<file path="src/rtl/pad_ring_pkg.sv">
// pad_ring_pkg: shared config field layout, per-side defaults and sequencer states
package pad_ring_pkg;
  localparam int CFG_W = 4;
  localparam int CFG_INP_EN = 0;
  localparam int CFG_OUT_EN = 1;
  localparam int CFG_ANALOG_EN = 2;
  localparam int CFG_PULL_EN = 3;
  localparam logic [CFG_W-1:0] CFG_EAST = CFG_W'(1) << CFG_INP_EN;
  localparam logic [CFG_W-1:0] CFG_SOUTH = CFG_W'(1) << CFG_OUT_EN;
  localparam logic [CFG_W-1:0] CFG_WEST = CFG_W'(1) << CFG_ANALOG_EN;
  typedef enum logic [2:0] {
    ST_PWR_WAIT,
    ST_SHIFT,
    ST_LOAD,
    ST_INP_WAIT,
    ST_READY
  } state_t;
endpackage

</file>
<file path="src/rtl/pad_ring_cfg_sequencer_if.sv">
// pad_ring_cfg_sequencer_if: core-side config write / apply handshake
interface pad_ring_cfg_sequencer_if #(parameter int NUM_PADS = 24) ();
  import pad_ring_pkg::*;
  logic cfg_wr_valid;
  logic cfg_wr_ready;
  logic [$clog2(NUM_PADS)-1:0] cfg_wr_idx;
  logic [CFG_W-1:0] cfg_wr_data;
  logic cfg_err;
  logic apply_req;
  logic busy;
  modport master (
    output cfg_wr_valid, cfg_wr_idx, cfg_wr_data, apply_req,
    input cfg_wr_ready, cfg_err, busy
  );
  modport slave (
    input cfg_wr_valid, cfg_wr_idx, cfg_wr_data, apply_req,
    output cfg_wr_ready, cfg_err, busy
  );
endinterface

</file>
<file path="src/rtl/pad_cfg_shifter.sv">
// pad_cfg_shifter: two-phase MSB-first serialiser of a parallel config snapshot
module pad_cfg_shifter #(
  parameter int TOT = 96
) (
  input  logic           clk,
  input  logic           rst,
  input  logic           i_start,
  input  logic [TOT-1:0] i_snap,
  output logic           o_ser_clk,
  output logic           o_ser_data,
  output logic           o_done
);
  localparam int CW = $clog2(TOT + 1);
  logic [TOT-1:0] r_snap;
  logic [CW-1:0] r_cnt;
  logic r_phase;
  logic r_active;
  assign o_done = r_active & r_phase & (r_cnt == CW'(TOT - 1));
  always_ff @(posedge clk) begin
    if (rst) begin
      r_snap <= '0;
      r_cnt <= '0;
      r_phase <= 1'b0;
      r_active <= 1'b0;
      o_ser_clk <= 1'b0;
      o_ser_data <= 1'b0;
    end else if (i_start) begin
      r_snap <= i_snap;
      r_cnt <= '0;
      r_phase <= 1'b0;
      r_active <= 1'b1;
      o_ser_clk <= 1'b0;
      o_ser_data <= 1'b0;
    end else if (r_active) begin
      r_phase <= ~r_phase;
      o_ser_clk <= r_phase;
      if (!r_phase) begin
        o_ser_data <= r_snap[TOT-1];
      end else begin
        r_snap <= r_snap << 1;
        r_cnt <= r_cnt + CW'(1);
        r_active <= r_cnt != CW'(TOT - 1);
      end
    end else begin
      o_ser_clk <= 1'b0;
      o_ser_data <= 1'b0;
    end
  end
endmodule

</file>
<file path="src/rtl/pad_ring_cfg_sequencer.sv">
// pad_ring_cfg_sequencer: pad power-up staging, config bank and serial chain loader
module pad_ring_cfg_sequencer import pad_ring_pkg::*; #(
  parameter int NUM_PADS = 24,
  parameter int PWR_DLY = 16,
  parameter int INP_DLY = 8,
  parameter logic [CFG_W-1:0] DEFAULT_CFG = CFG_EAST
) (
  input  logic                   clk,
  input  logic                   rst,
  pad_ring_cfg_sequencer_if.slave cfg,
  output logic                   pad_enable_h,
  output logic                   pad_enable_inp_h,
  output logic                   ser_clk,
  output logic                   ser_data,
  output logic                   ser_load
);
  localparam int TOT = NUM_PADS * CFG_W;
  localparam int DMAX = PWR_DLY > INP_DLY ? PWR_DLY : INP_DLY;
  localparam int DW = $clog2(DMAX + 1);
  state_t r_state, w_next;
  logic [DW-1:0] r_cnt;
  logic [CFG_W-1:0] r_bank [NUM_PADS];
  logic [CFG_W-1:0] w_bank [NUM_PADS];
  logic [TOT-1:0] w_flat;
  logic r_pending;
  logic w_accept, w_in_range, w_apply, w_start, w_done;
  logic w_ready, w_load, w_en_h, w_en_inp;
  assign w_accept = cfg.cfg_wr_valid & cfg.cfg_wr_ready;
  assign w_in_range = int'(cfg.cfg_wr_idx) < NUM_PADS;
  assign w_apply = cfg.apply_req | r_pending;
  assign w_start = (w_next == ST_SHIFT) && (r_state != ST_SHIFT);
  always_ff @(posedge clk) begin
    if (rst) r_state <= ST_PWR_WAIT;
    else r_state <= w_next;
  end
  always_comb begin
    w_next = r_state;
    case (r_state)
      ST_PWR_WAIT: w_next = r_cnt == DW'(PWR_DLY - 1) ? ST_SHIFT : ST_PWR_WAIT;
      ST_SHIFT:    w_next = w_done ? ST_LOAD : ST_SHIFT;
      ST_LOAD:     w_next = !pad_enable_inp_h ? ST_INP_WAIT : w_apply ? ST_SHIFT : ST_READY;
      ST_INP_WAIT: w_next = r_cnt == DW'(INP_DLY) ? (w_apply ? ST_SHIFT : ST_READY) : ST_INP_WAIT;
      ST_READY:    w_next = w_apply ? ST_SHIFT : ST_READY;
      default:     w_next = ST_PWR_WAIT;
    endcase
  end
  always_comb begin
    w_ready = w_next == ST_READY;
    w_load = r_state == ST_LOAD;
    w_en_h = pad_enable_h | (r_state == ST_PWR_WAIT && w_next == ST_SHIFT);
    w_en_inp = pad_enable_inp_h | (r_state == ST_INP_WAIT && w_next != ST_INP_WAIT);
  end
  always_comb begin
    w_bank = r_bank;
    w_flat = '0;
    if (w_accept && w_in_range) w_bank[cfg.cfg_wr_idx] = cfg.cfg_wr_data;
    for (int p = 0; p < NUM_PADS; p++) w_flat[p*CFG_W +: CFG_W] = w_bank[p];
  end
  always_ff @(posedge clk) begin
    if (rst) begin
      r_cnt <= '0;
      r_pending <= 1'b0;
      pad_enable_h <= 1'b0;
      pad_enable_inp_h <= 1'b0;
      ser_load <= 1'b0;
      cfg.busy <= 1'b1;
      cfg.cfg_wr_ready <= 1'b0;
      cfg.cfg_err <= 1'b0;
      for (int p = 0; p < NUM_PADS; p++) r_bank[p] <= DEFAULT_CFG;
    end else begin
      r_cnt <= (w_next == r_state && (r_state == ST_PWR_WAIT || r_state == ST_INP_WAIT)) ? r_cnt + DW'(1) : '0;
      if (w_start && r_state != ST_PWR_WAIT) r_pending <= 1'b0;
      else if (cfg.apply_req && r_state != ST_READY) r_pending <= 1'b1;
      pad_enable_h <= w_en_h;
      pad_enable_inp_h <= w_en_inp;
      ser_load <= w_load;
      cfg.busy <= ~w_ready;
      cfg.cfg_wr_ready <= w_ready;
      if (w_accept && !w_in_range) cfg.cfg_err <= 1'b1;
      r_bank <= w_bank;
    end
  end
  pad_cfg_shifter #(.TOT(TOT)) u_shifter (
    .clk        (clk),
    .rst        (rst),
    .i_start    (w_start),
    .i_snap     (w_flat),
    .o_ser_clk  (ser_clk),
    .o_ser_data (ser_data),
    .o_done     (w_done)
  );
endmodule

</file>
<file path="src/flat_wrapper.sv">
// flat-port wrapper written by rule: the top's interface ports become plain ports
module pad_ring_cfg_sequencer_flat import pad_ring_pkg::*;
#(
  parameter int NUM_PADS = 24,
  parameter int PWR_DLY = 16,
  parameter int INP_DLY = 8,
  parameter logic [CFG_W-1:0] DEFAULT_CFG = CFG_EAST
)
  (clk, rst, pad_enable_h, pad_enable_inp_h, ser_clk, ser_data, ser_load, cfg_cfg_wr_valid, cfg_cfg_wr_idx, cfg_cfg_wr_data, cfg_apply_req, cfg_cfg_wr_ready, cfg_cfg_err, cfg_busy);
  pad_ring_cfg_sequencer_if #(.NUM_PADS(NUM_PADS)) cfg_i ();
  input  logic clk;
  input  logic rst;
  output logic pad_enable_h;
  output logic pad_enable_inp_h;
  output logic ser_clk;
  output logic ser_data;
  output logic ser_load;
  input wire logic [$bits(cfg_i.cfg_wr_valid)-1:0] cfg_cfg_wr_valid;
  input wire logic [$bits(cfg_i.cfg_wr_idx)-1:0] cfg_cfg_wr_idx;
  input wire logic [$bits(cfg_i.cfg_wr_data)-1:0] cfg_cfg_wr_data;
  input wire logic [$bits(cfg_i.apply_req)-1:0] cfg_apply_req;
  output wire logic [$bits(cfg_i.cfg_wr_ready)-1:0] cfg_cfg_wr_ready;
  output wire logic [$bits(cfg_i.cfg_err)-1:0] cfg_cfg_err;
  output wire logic [$bits(cfg_i.busy)-1:0] cfg_busy;
  assign cfg_i.cfg_wr_valid = cfg_cfg_wr_valid;
  assign cfg_i.cfg_wr_idx = cfg_cfg_wr_idx;
  assign cfg_i.cfg_wr_data = cfg_cfg_wr_data;
  assign cfg_i.apply_req = cfg_apply_req;
  assign cfg_cfg_wr_ready = cfg_i.cfg_wr_ready;
  assign cfg_cfg_err = cfg_i.cfg_err;
  assign cfg_busy = cfg_i.busy;
  pad_ring_cfg_sequencer #(.NUM_PADS(NUM_PADS), .PWR_DLY(PWR_DLY), .INP_DLY(INP_DLY), .DEFAULT_CFG(DEFAULT_CFG)) u_core (.clk(clk), .rst(rst), .cfg(cfg_i), .pad_enable_h(pad_enable_h), .pad_enable_inp_h(pad_enable_inp_h), .ser_clk(ser_clk), .ser_data(ser_data), .ser_load(ser_load));
endmodule
</file>
<file path="config.mk">
export PLATFORM = sky130hd
export DESIGN_NAME = pad_ring_cfg_sequencer_flat
export DESIGN_NICKNAME = d
export VERILOG_FILES = /design/src/rtl/pad_ring_pkg.sv /design/src/rtl/pad_ring_cfg_sequencer_if.sv /design/src/rtl/pad_cfg_shifter.sv /design/src/rtl/pad_ring_cfg_sequencer.sv /design/src/flat_wrapper.sv
export SDC_FILE = /design/constraint.sdc
export NUM_CORES = 1
export LEC_CHECK = 0
export CAP_MARGIN = 30
export CORE_MARGIN = 4
export CORE_UTILIZATION = 40
export DETAILED_ROUTE_END_ITERATION = 6
export PLACE_DENSITY_LB_ADDON = 0.3
export SYNTH_ARGS = -nofsm -noshare
export SYNTH_HDL_FRONTEND = slang
export SYNTH_SLANG_ARGS = --single-unit
</file>
<file path="constraint.sdc">
create_clock -name clk -period 6.04 [get_ports clk]
set_clock_uncertainty 0.05 [all_clocks]
set_input_delay 1.208 -clock clk [delete_from_list [all_inputs] [get_ports clk]]
set_output_delay 1.208 -clock clk [all_outputs]
set_load 0.01 [all_outputs]
</file>
==> impl_metrics.csv <==
group,metric,value,unit
status,outcome,"finished clean",
routing,wl,19790,um
setup_path,reg2reg_slack,3.01,ns
floorplanning,coreArea,22640,um^2
cts,ctsHoldBuffers,0,
setup_path,path_delay_family,"simple AND/OR/NAND/NOR gates",
yosys,ys_async_sr_fraction,0,
setup_path,crit_fanout,9,
floorplanning,io_pins,21,
power_and_ir_drop,powerDensity,295.4,nW/um^2
yosys,yosys_warnings,0,
cts,clockBufferDepth,3,
place,post-dp-hpwl,10990,um
global_routing,antenna_found_initial,0,
sta,clock.fmax,0.2896,GHz
yosys,syn_nets,1023,
setup_path,critPathSlowestCell,"clkdlybuf4s50_1",
floorplanning,die-width,159.9,um
sta,slew_violations,0,
layout,area_growth,11.00,%
cts,cts_root_buffer,"clkbuf_16",
layout,final_core_util,0.4523,
floorplanning,rows,55,
sta,fin_crit_sh,0.5717,
global_routing,grt_pass1_vias,6356,
floorplanning,initial_core_util,0.4075,
setup_path,cpPeakStageDelay,0.69,ns
global_routing,grt_max_degree,99,
global_routing,grtUsageTotal,0.1496,
yosys,syn_area_per_cell,9.170,um^2
setup_path,worstPathCellList,"clkdlybuf4s50_1, nor3b_2, nor2b_1, mux2i_1, nor2_1, mux2_4",
yosys,synthesis.area,9225,um^2
cts,cts_inserted_buffers,23,
global_routing,grt_pass1_wl,32330,um
sta,finalHoldViolCount,0,
routing,vias,6782,
worst_hold_path,min_path_type,"flip-flop to flip-flop",
routing,vias_per_cell,5.282,
place,globalplace.congestion,0.7615,
yosys,synthDistinctLibCells,45,
layout,most-common-layout-cells,"dfxtp_1, nand2_1, a21oi_1",
floorplanning,die_h,159.9,um
global_routing,grt-ovfl-total,0,
routing,firstDrtPassIters,5,
routing,drc,0,
layout,fillers,2164,
cts,cts_tree,"yes",
power_and_ir_drop,vdd_drop_max,0.1782,mV
yosys,ys.flop_type,"dfxtp_1",
sta,setup_violations,0,
sta,tightestPinTransition,0.9357,ns
sta,min_period,3.453,ns
setup_path,cp_data_required_time,6.38,ns
routing,ant_nets,0,
job,max_cap_violations,0,
yosys,yosysSeqAreaShare,0.4731,
setup_path,critPathKind,"input port to flip-flop",
sta,rsz0062_at_grt,"false",
setup_path,cp-end-kind,"flip-flop",
power_and_ir_drop,power_leakage,3.711,nW
layout,drive_gt1_frac,0.1542,
sta,max_slew_margin,0.3762,
sta,fin_setup_tns,0,ns
setup_path,worstSetupStartpointType,"input port",
cts,cts-resized-gates,0,
cts,cts_setup_buffers,0,
place,io_buffer_count,20,
routing,avgRoutedWirePerCell,15.42,um
cts,insertion_delay,0.50,ns
setup_path,worst-path-buf-inv,1,
floorplanning,dieArea,25560,um^2
layout,final_common_cell,"dfxtp_1",
layout,num_antenna_cells,0,
yosys,postSynthCellCount,1006,
yosys,ys_seq_elements,218,
setup_path,cp.arrival,3.79,ns
cts,cts.clk_slew.worst_paths,0.06,ns
cts,htreeDepth,1,
cts,cts_sinks,218,
routing,drt_iter0_drc,379,
yosys,synth_edf_count,0,
layout,fin_nets,1001,
-- registers in the layout, indices dropped and copies added (netlist names), 3 cells and up --
signal	count
u_core.r_cnt	5
u_core.u_shifter.r_cnt	7
u_core.u_shifter.r_snap	96
u_core.r_bank	96
u_core.r_state	3
-- metal layers --
metal | up-vias | global-route usage | share of wire
met5 | - | 0 | 0
met1 | 3234 | 0.1967 | 0.48
met4 | 0 | 0.04224 | 0.017
met3 | 26 | 0.02116 | 0.038
met2 | 124 | 0.2579 | 0.47
li1 | 3398 | - | -
-- synth_stat cells (2+ instances only) --
library cell  count  share of area
xor2_1            4         0.0038
clkbuf_1         61          0.025
nand3b_1          3         0.0024
nand2b_1         26          0.018
buf_2            10         0.0054
nand2_1         180          0.073
nor2_1           74          0.030
buf_6             4         0.0049
nor3_1           14         0.0076
buf_1             4         0.0016
nand3_1          29          0.016
and4b_1           2         0.0022
o21ai_0           3         0.0016
nand4_1           2         0.0014
nor3b_2           3         0.0041
and3_1            2         0.0014
mux2i_1          98           0.11
nand4b_1          3         0.0028
xnor2_1           5         0.0047
nor2b_1           6         0.0041
a21oi_1         127          0.069
and2_1            2         0.0014
dfxtp_1         218           0.47
ha_1              4         0.0054
mux2_4            3         0.0049
a31o_2           24          0.023
inv_1             7         0.0028
mux2_2           70          0.085
and3b_1           2         0.0019
-- metrics by stage --
stage          cells  worst slack [ns]  area [um^2]  power, W  hold WS (ns)
3_5_place_dp    1243             1.732         9535  0.001772        0.4025
6_report        1284             2.587        10240  0.003025        0.4085
4_1_cts         1283             2.252        10210  0.003061        0.4109
5_1_grt         1284             2.443        10240  0.003144        0.4321
2_1_floorplan   1006             3.208         9225  0.001707        0.3797
3_3_place_gp    1243             1.744         9535  0.001769        0.3998
-- cell families (layout without fill, tap and decap cells) --
family | after synthesis | in the layout | share of synthesized area
xor gates and xnor gates | 9 | 9 | 0.008544
AOI/OAI and AO/OA | 162 | 162 | 0.1024
adders and majority gates | 4 | 4 | 0.005425
muxes | 171 | 171 | 0.1967
and+or+nand+nor | 356 | 356 | 0.1743
DFF | 218 | 218 | 0.4731
buffers and inverters | 86 | 79 | 0.03960
-- power by group --
part           switching, W  internal (W)
clock network      0.000542      0.000738
registers         0.0000246       0.00147
logic              0.000155     0.0000926
total              0.000722       0.00230
-- final cells by class --
class | count | area [um^2] | area share
Multi-Input combinational cell | 702 | 4509 | 0.4404
Sequential cell | 218 | 4364 | 0.4262
Clock buffer | 34 | 646.9 | 0.06317
Tap cell | 285 | 356.6 | 0.03482
Timing Repair Buffer | 32 | 306.5 | 0.02994
Clock inverter | 6 | 30.03 | 0.002933
Inverter | 7 | 26.28 | 0.002566
-- worst min-delay path, stage by stage, from the launching register on --
cell     delay, ns
dfxtp_1       0.30
nand2_1       0.05
a21oi_1       0.06
-- worst paths after layout --
kind                                              startpoint                                  endpoint  cells past startpoint
worst min register to register  u_core.r_bank[30]$_SDFF_PP0_              u_core.r_bank[30]$_SDFF_PP0_                      2
worst min-delay path            u_core.r_bank[30]$_SDFF_PP0_              u_core.r_bank[30]$_SDFF_PP0_                      2
worst max-delay path                       cfg_cfg_wr_idx[1]  u_core.u_shifter.r_snap[11]$_SDFFE_PP0P_                      6
worst max register to register    u_core.r_cnt[0]$_SDFF_PP0_   u_core.u_shifter.r_snap[9]$_SDFFE_PP0P_                     11
Power figures use the tool's default switching activity.
==> RTL edit 1: new RTL, same settings <==
Re-encode `state_t` (5 states) as one-hot, 5 bits wide.
--- a/src/rtl/pad_ring_pkg.sv
+++ b/src/rtl/pad_ring_pkg.sv
@@ -9,10 +9,10 @@
   localparam logic [CFG_W-1:0] CFG_SOUTH = CFG_W'(1) << CFG_OUT_EN;
   localparam logic [CFG_W-1:0] CFG_WEST = CFG_W'(1) << CFG_ANALOG_EN;
-  typedef enum logic [2:0] {
-    ST_PWR_WAIT,
-    ST_SHIFT,
-    ST_LOAD,
-    ST_INP_WAIT,
-    ST_READY
+  typedef enum logic [4:0] {
+    ST_PWR_WAIT = 5'b00001,
+    ST_SHIFT    = 5'b00010,
+    ST_LOAD     = 5'b00100,
+    ST_INP_WAIT = 5'b01000,
+    ST_READY    = 5'b10000
   } state_t;
 endpackage
Check against the original RTL: same outputs for any inputs over 10 cycles, from zero or initial values and one cycle with rst high; not proved beyond that.
==> RTL edit 1 against the unedited design <==
- final area grew 6.6%
- non-clock buffer count is 9 higher
- hold slack lost 4.6 ps
- worst setup slack improved by 170 ps
- count of clock-buffer cells in the layout increased by 1
- routed wire length is 16% higher
- core utilization is 0.22 points lower
- sequential cell count rose by 2
- global-route usage up 1.8 points
- die area grew 5.9%
- area after synthesis up 6.3%
- highest routed layer unchanged
Power is not compared: it rests on default switching activity, and its combinational part moved more than twofold at a synthesized area within 25%.
==> RTL edit 1: results <==
clock_tree:
  h-tree-depth: 1
  clkLatencyLatePin_ps: 510
  clock_path_buffers: 3
  ctsResizeCount: 0
  postCtsSetupRepairBufs: 0
  clock-root-buffer: "clkbuf_16"
  clk_pin_slew_ps: 60
  cts_buffers: 23
run_status:
  status: "completed"
critical_path:
  crit_start: "cfg_apply_req"
  max_stage_delay_ps: 760
  worst-path-max-fanout: 41
  cpMaxStageDelayCell: "o211a_4"
  arrival_ps: 3640
  crit_family: "compound AO/OA/AOI/OAI gates"
  reg2reg_from: "u_core.r_cnt[0]"
grt:
  grt_pass1_vias: 7494
  grt_pass1_wl_mm: 37.89
  grt_max_degree: 134
  antenna_found_initial: 0
  grt_usage_pct: 16.75
placement:
  placed_area_um2: 10140
  place.gp.congestion: 0.7187
  place_inst: 1401
  preCtsSetupSlack_ps: 2221
  port_buffers: 20
  place_hpwl_mm: 12.11
layout:
  drive_gt1_share_pct: 14.59
  num-fill-cells: 2379
  diodes: 0
  largest_registers: "u_core.r_bank (96), u_core.u_shifter.r_snap (96), u_core.u_shifter.r_cnt (7)"
  nets: 1119
synth:
  ys_top_cells_by_area: "dfxtp_1 45%, a21oi_1 10%, nand2_1 7.6%, mux2_4 7.4%, mux2_2 5.3%"
  syn_avg_cell_area_um2: 8.553
  ys_warn_count: 0
  async_reset_ff_share_pct: 0
  synth_commonest_cells: "220 x dfxtp_1, 198 x nand2_1, 197 x a21oi_1, 101 x nand3_1, 98 x o21ai_0"
  synthesis.nets: 1163
  yosysUniqueCellTypes: 48
  ys_seq_area_share_pct: 44.93
  synth_ff_type: "dfxtp_1"
worst_hold_path:
  hp-start: "u_core.pad_enable_h"
  hold_class: "register to register"
routing:
  avgRoutedWirePerCell_um: 15.89
  drtIter0Drc: 685
  wl_mm: 22.89
  drt_pass1_iterations: 7
  num_vias: 7885
sta:
  worst_pin_slew_ps: 980.2
power:
  p_leak_nw: 3.784
  pwr_density_cell_nw_per_um2: 273.4
  irDropWorstVdd_mv: 0.1604
RTL edit 1: worst paths after layout:
check / slack (ps) / cells past startpoint / end
worst min register to register: 400 / 2 / u_core.pad_enable_h
worst max register to register: 3010 / 8 / u_core.u_shifter.r_snap[35]
worst min-delay path: 400 / 2 / u_core.pad_enable_h
worst max-delay path: 2760 / 5 / u_core.u_shifter.r_snap[35]
RTL edit 1: area by class of cell:
cell class / count / area share [%]
clock inverter: 5 / 0.8255
inverter: 7 / 0.2408
multi-input combinational: 809 / 45.15
sequential: 220 / 40.36
tap: 324 / 3.715
timing repair buffer: 41 / 3.474
clock buffer: 35 / 6.237
RTL edit 1: worst reg2reg max path: stages (launching register included):
cell	delay (ps)
dfxtp_1	330
ha_1	220
and3_1	190
ha_1	190
and3b_1	180
nand2_1	170
o211a_4	730
buf_4	480
mux2_2	390
RTL edit 1: layer usage:
metal	part of all wire, %	vias up	GRT usage (%)
li1	-	3898	-
met1	47	3828	22.31
met2	48	135	28.98
met3	3.6	24	1.972
met4	1.4	0	4.159
met5	0	-	0
RTL edit 1: power breakdown:
group          total [mW]  switching [mW]  internal (mW)
sequential           1.46         0.00215           1.45
combinational      0.0896          0.0671         0.0225
clock                1.44           0.575          0.864
total                2.98           0.644           2.34
RTL edit 1: logic make-up (layout without fill, tap and decap cells):
logic type | after synthesis | in the layout | share of synthesized area, %
flip-flops | 220 | 220 | 44.93
XOR/XNOR | 9 | 9 | 0.8042
AND/OR/NAND/NOR | 395 | 395 | 19.57
buffers and inverters | 117 | 88 | 5.272
AO/OA/AOI/OAI | 303 | 303 | 15.84
adder cells (fa/ha/maj) | 4 | 4 | 0.5106
multiplexers | 98 | 98 | 13.07
==> RTL edit 2: new RTL, config.mk and constraints unchanged <==
Made on the original files. Change the package constant `CFG_W` from 4 to 2.
--- a/src/rtl/pad_ring_pkg.sv
+++ b/src/rtl/pad_ring_pkg.sv
@@ -1,5 +1,5 @@
 // pad_ring_pkg: shared config field layout, per-side defaults and sequencer states
 package pad_ring_pkg;
-  localparam int CFG_W = 4;
+  localparam int CFG_W = 2;
   localparam int CFG_INP_EN = 0;
   localparam int CFG_OUT_EN = 1;
Ports: changed (resized cfg_cfg_wr_data); port bits go from 21 to 19. No check against the original RTL was run, so the function may have changed too.
==> RTL edit 2 against the unedited design <==
- maximum frequency shrank 0.37%
- non-clock buffer count decreased by 4
- sequential cell count down 97
- total power decreased by 40%
- final area shrank 38%
- die area shrank 38%
- sequential share of layout area is 4.5 points lower
- worst setup slack lost 13 ps
- area after synthesis fell by 40%
- cell count down 41%
- routed wire length is 36% lower
- via count decreased by 38%
- critical endpoint is now u_core.u_shifter.r_snap[38]
- largest cell class unchanged
- clock power is 24% lower
==> RTL edit 2: results <==
routing:
  wl_mm: 12.69
  viasPerCell: 5.530
  avgRoutedWirePerCell_um: 16.72
  drc: 0
  drtIter0Drc: 307
  drt_pass1_iterations: 4
clock_tree:
  ctsResizeCount: 0
  cts_buffers: 17
  clk_pin_slew_ps: 50
  clock-root-buffer: "clkbuf_16"
  h-tree-depth: 4
  postCtsSetupRepairBufs: 0
  clock_path_buffers: 2
  clkLatencyLatePin_ps: 420
grt:
  grt_pass1_vias: 4194
  grt_pass1_wl_mm: 21.13
  grt_usage_pct: 16.53
  grt_max_degree: 79
  antenna_found_initial: 0
critical_path:
  reg2reg_to: "u_core.u_shifter.r_snap[38]"
  crit_start: "cfg_apply_req"
  cpMaxStageDelayCell: "and2_2"
  worst-path-max-fanout: 25
  arrival_ps: 3670
  reg2reg_from: "u_core.r_cnt[0]"
  rr_worst_depth: 9
  rrSetupSlack_ps: 3130
  max_stage_delay_ps: 670
synth:
  synth_commonest_cells: "121 x dfxtp_1, 79 x nand2_1, 41 x a21oi_1, 39 x mux2i_1, 36 x clkbuf_1"
  ys_seq_area_share_pct: 43.65
  ys_warn_count: 0
  synth_ff_type: "dfxtp_1"
  ys_top_cells_by_area: "dfxtp_1 44%, mux2i_1 7.0%, nand2_1 5.3%, a211oi_2 5.0%, mux2_4 4.9%"
  syn_avg_cell_area_um2: 9.667
  yosysUniqueCellTypes: 52
  async_reset_ff_share_pct: 0
placement:
  port_buffers: 18
  place.gp.congestion: 0.7916
  place_hpwl_mm: 7.497
  place_inst: 728
  placed_area_um2: 5788
run_status:
  status: "completed"
layout:
  nets: 586
  largest_registers: "u_core.r_bank (48), u_core.u_shifter.r_snap (48), u_core.u_shifter.r_cnt (6)"
  drive_gt1_share_pct: 16.98
  diodes: 0
worst_hold_path:
  hold_class: "register to register"
  whs_endpoint: "u_core.r_bank[45]"
  whs_path_depth: 2
  hp-start: "u_core.r_bank[45]"
power:
  p_leak_nw: 2.435
  irDropWorstVdd_mv: 0.1875
sta:
  worst_pin_slew_ps: 820.7
[RTL edit 2: cell count changes after synthesis, sizes merged, moves of 24 or more]
cell	before	now
a211oi	1	25
a21oi	127	41
and3	2	26
clkbuf	61	36
dfxtp	218	121
mux2	73	26
mux2i	98	39
nand2	181	80
nor2	74	27
[RTL edit 2: metal layers]
metal | share of wire, % | vias up | GRT usage, %
met3 | 5.1 | 9 | 4.996
li1 | - | 2048 | -
met4 | 0.94 | 0 | 5.237
met2 | 48 | 92 | 26.81
met5 | 0 | - | 0
met1 | 46 | 2048 | 21.24
[RTL edit 2: report_power, final]
group / switching [mW] / internal, mW / leakage [nW]
Clock: 0.344 / 0.632 / 0.285
Sequential: 0.00251 / 0.801 / 0.976
Combinational: 0.0322 / 0.0163 / 1.17
Total: 0.379 / 1.45 / 2.43
[RTL edit 2: cell families (layout without fill, tap and decap cells)]
family	count (synthesis)	count (layout)	synth area share, %
simple gates	222	222	21.24
flops	121	121	43.65
compound gates	100	100	14.77
mux	65	65	13.53
buf+inv	54	63	4.645
xor+xnor	8	8	1.263
fa+ha+maj	4	4	0.9020
[RTL edit 2: through the flow]
| stage | worst slack [ps] | hold WS [ps] |
|---|---|---|
| 3_3_place_gp | 2181 | 395.3 |
| 5_1_grt | 2483 | 430.6 |
| 2_1_floorplan | 3227 | 379.7 |
| 6_report | 2574 | 406.5 |
| 3_5_place_dp | 2142 | 399.7 |
| 4_1_cts | 2587 | 406.8 |
[RTL edit 2: worst max path at each step]
stage,to
2_1_floorplan,u_core.u_shifter.r_snap[43]
3_3_place_gp,u_core.u_shifter.r_snap[38]
3_5_place_dp,u_core.u_shifter.r_snap[36]
4_1_cts,u_core.u_shifter.r_snap[36]
5_1_grt,u_core.u_shifter.r_snap[36]
6_report,u_core.u_shifter.r_snap[38]
[RTL edit 2: area by class of cell]
class                           instances  area [µm²]
Clock buffer                           22       474.2
Clock inverter                          9       97.59
Fill cell                            1261        7041
Inverter                                4       15.01
Multi-Input combinational cell        399        2870
Sequential cell                       121        2422
Tap cell                              176       220.2
Timing Repair Buffer                   28       260.3
[RTL edit 2: worst max-delay path, delay by kind of cell]
family / cells / cell delay (ps)
AO/OA/AOI/OAI: 3 / 470
buffers and inverters: 3 / 1320
AND/OR/NAND/NOR: 1 / 670
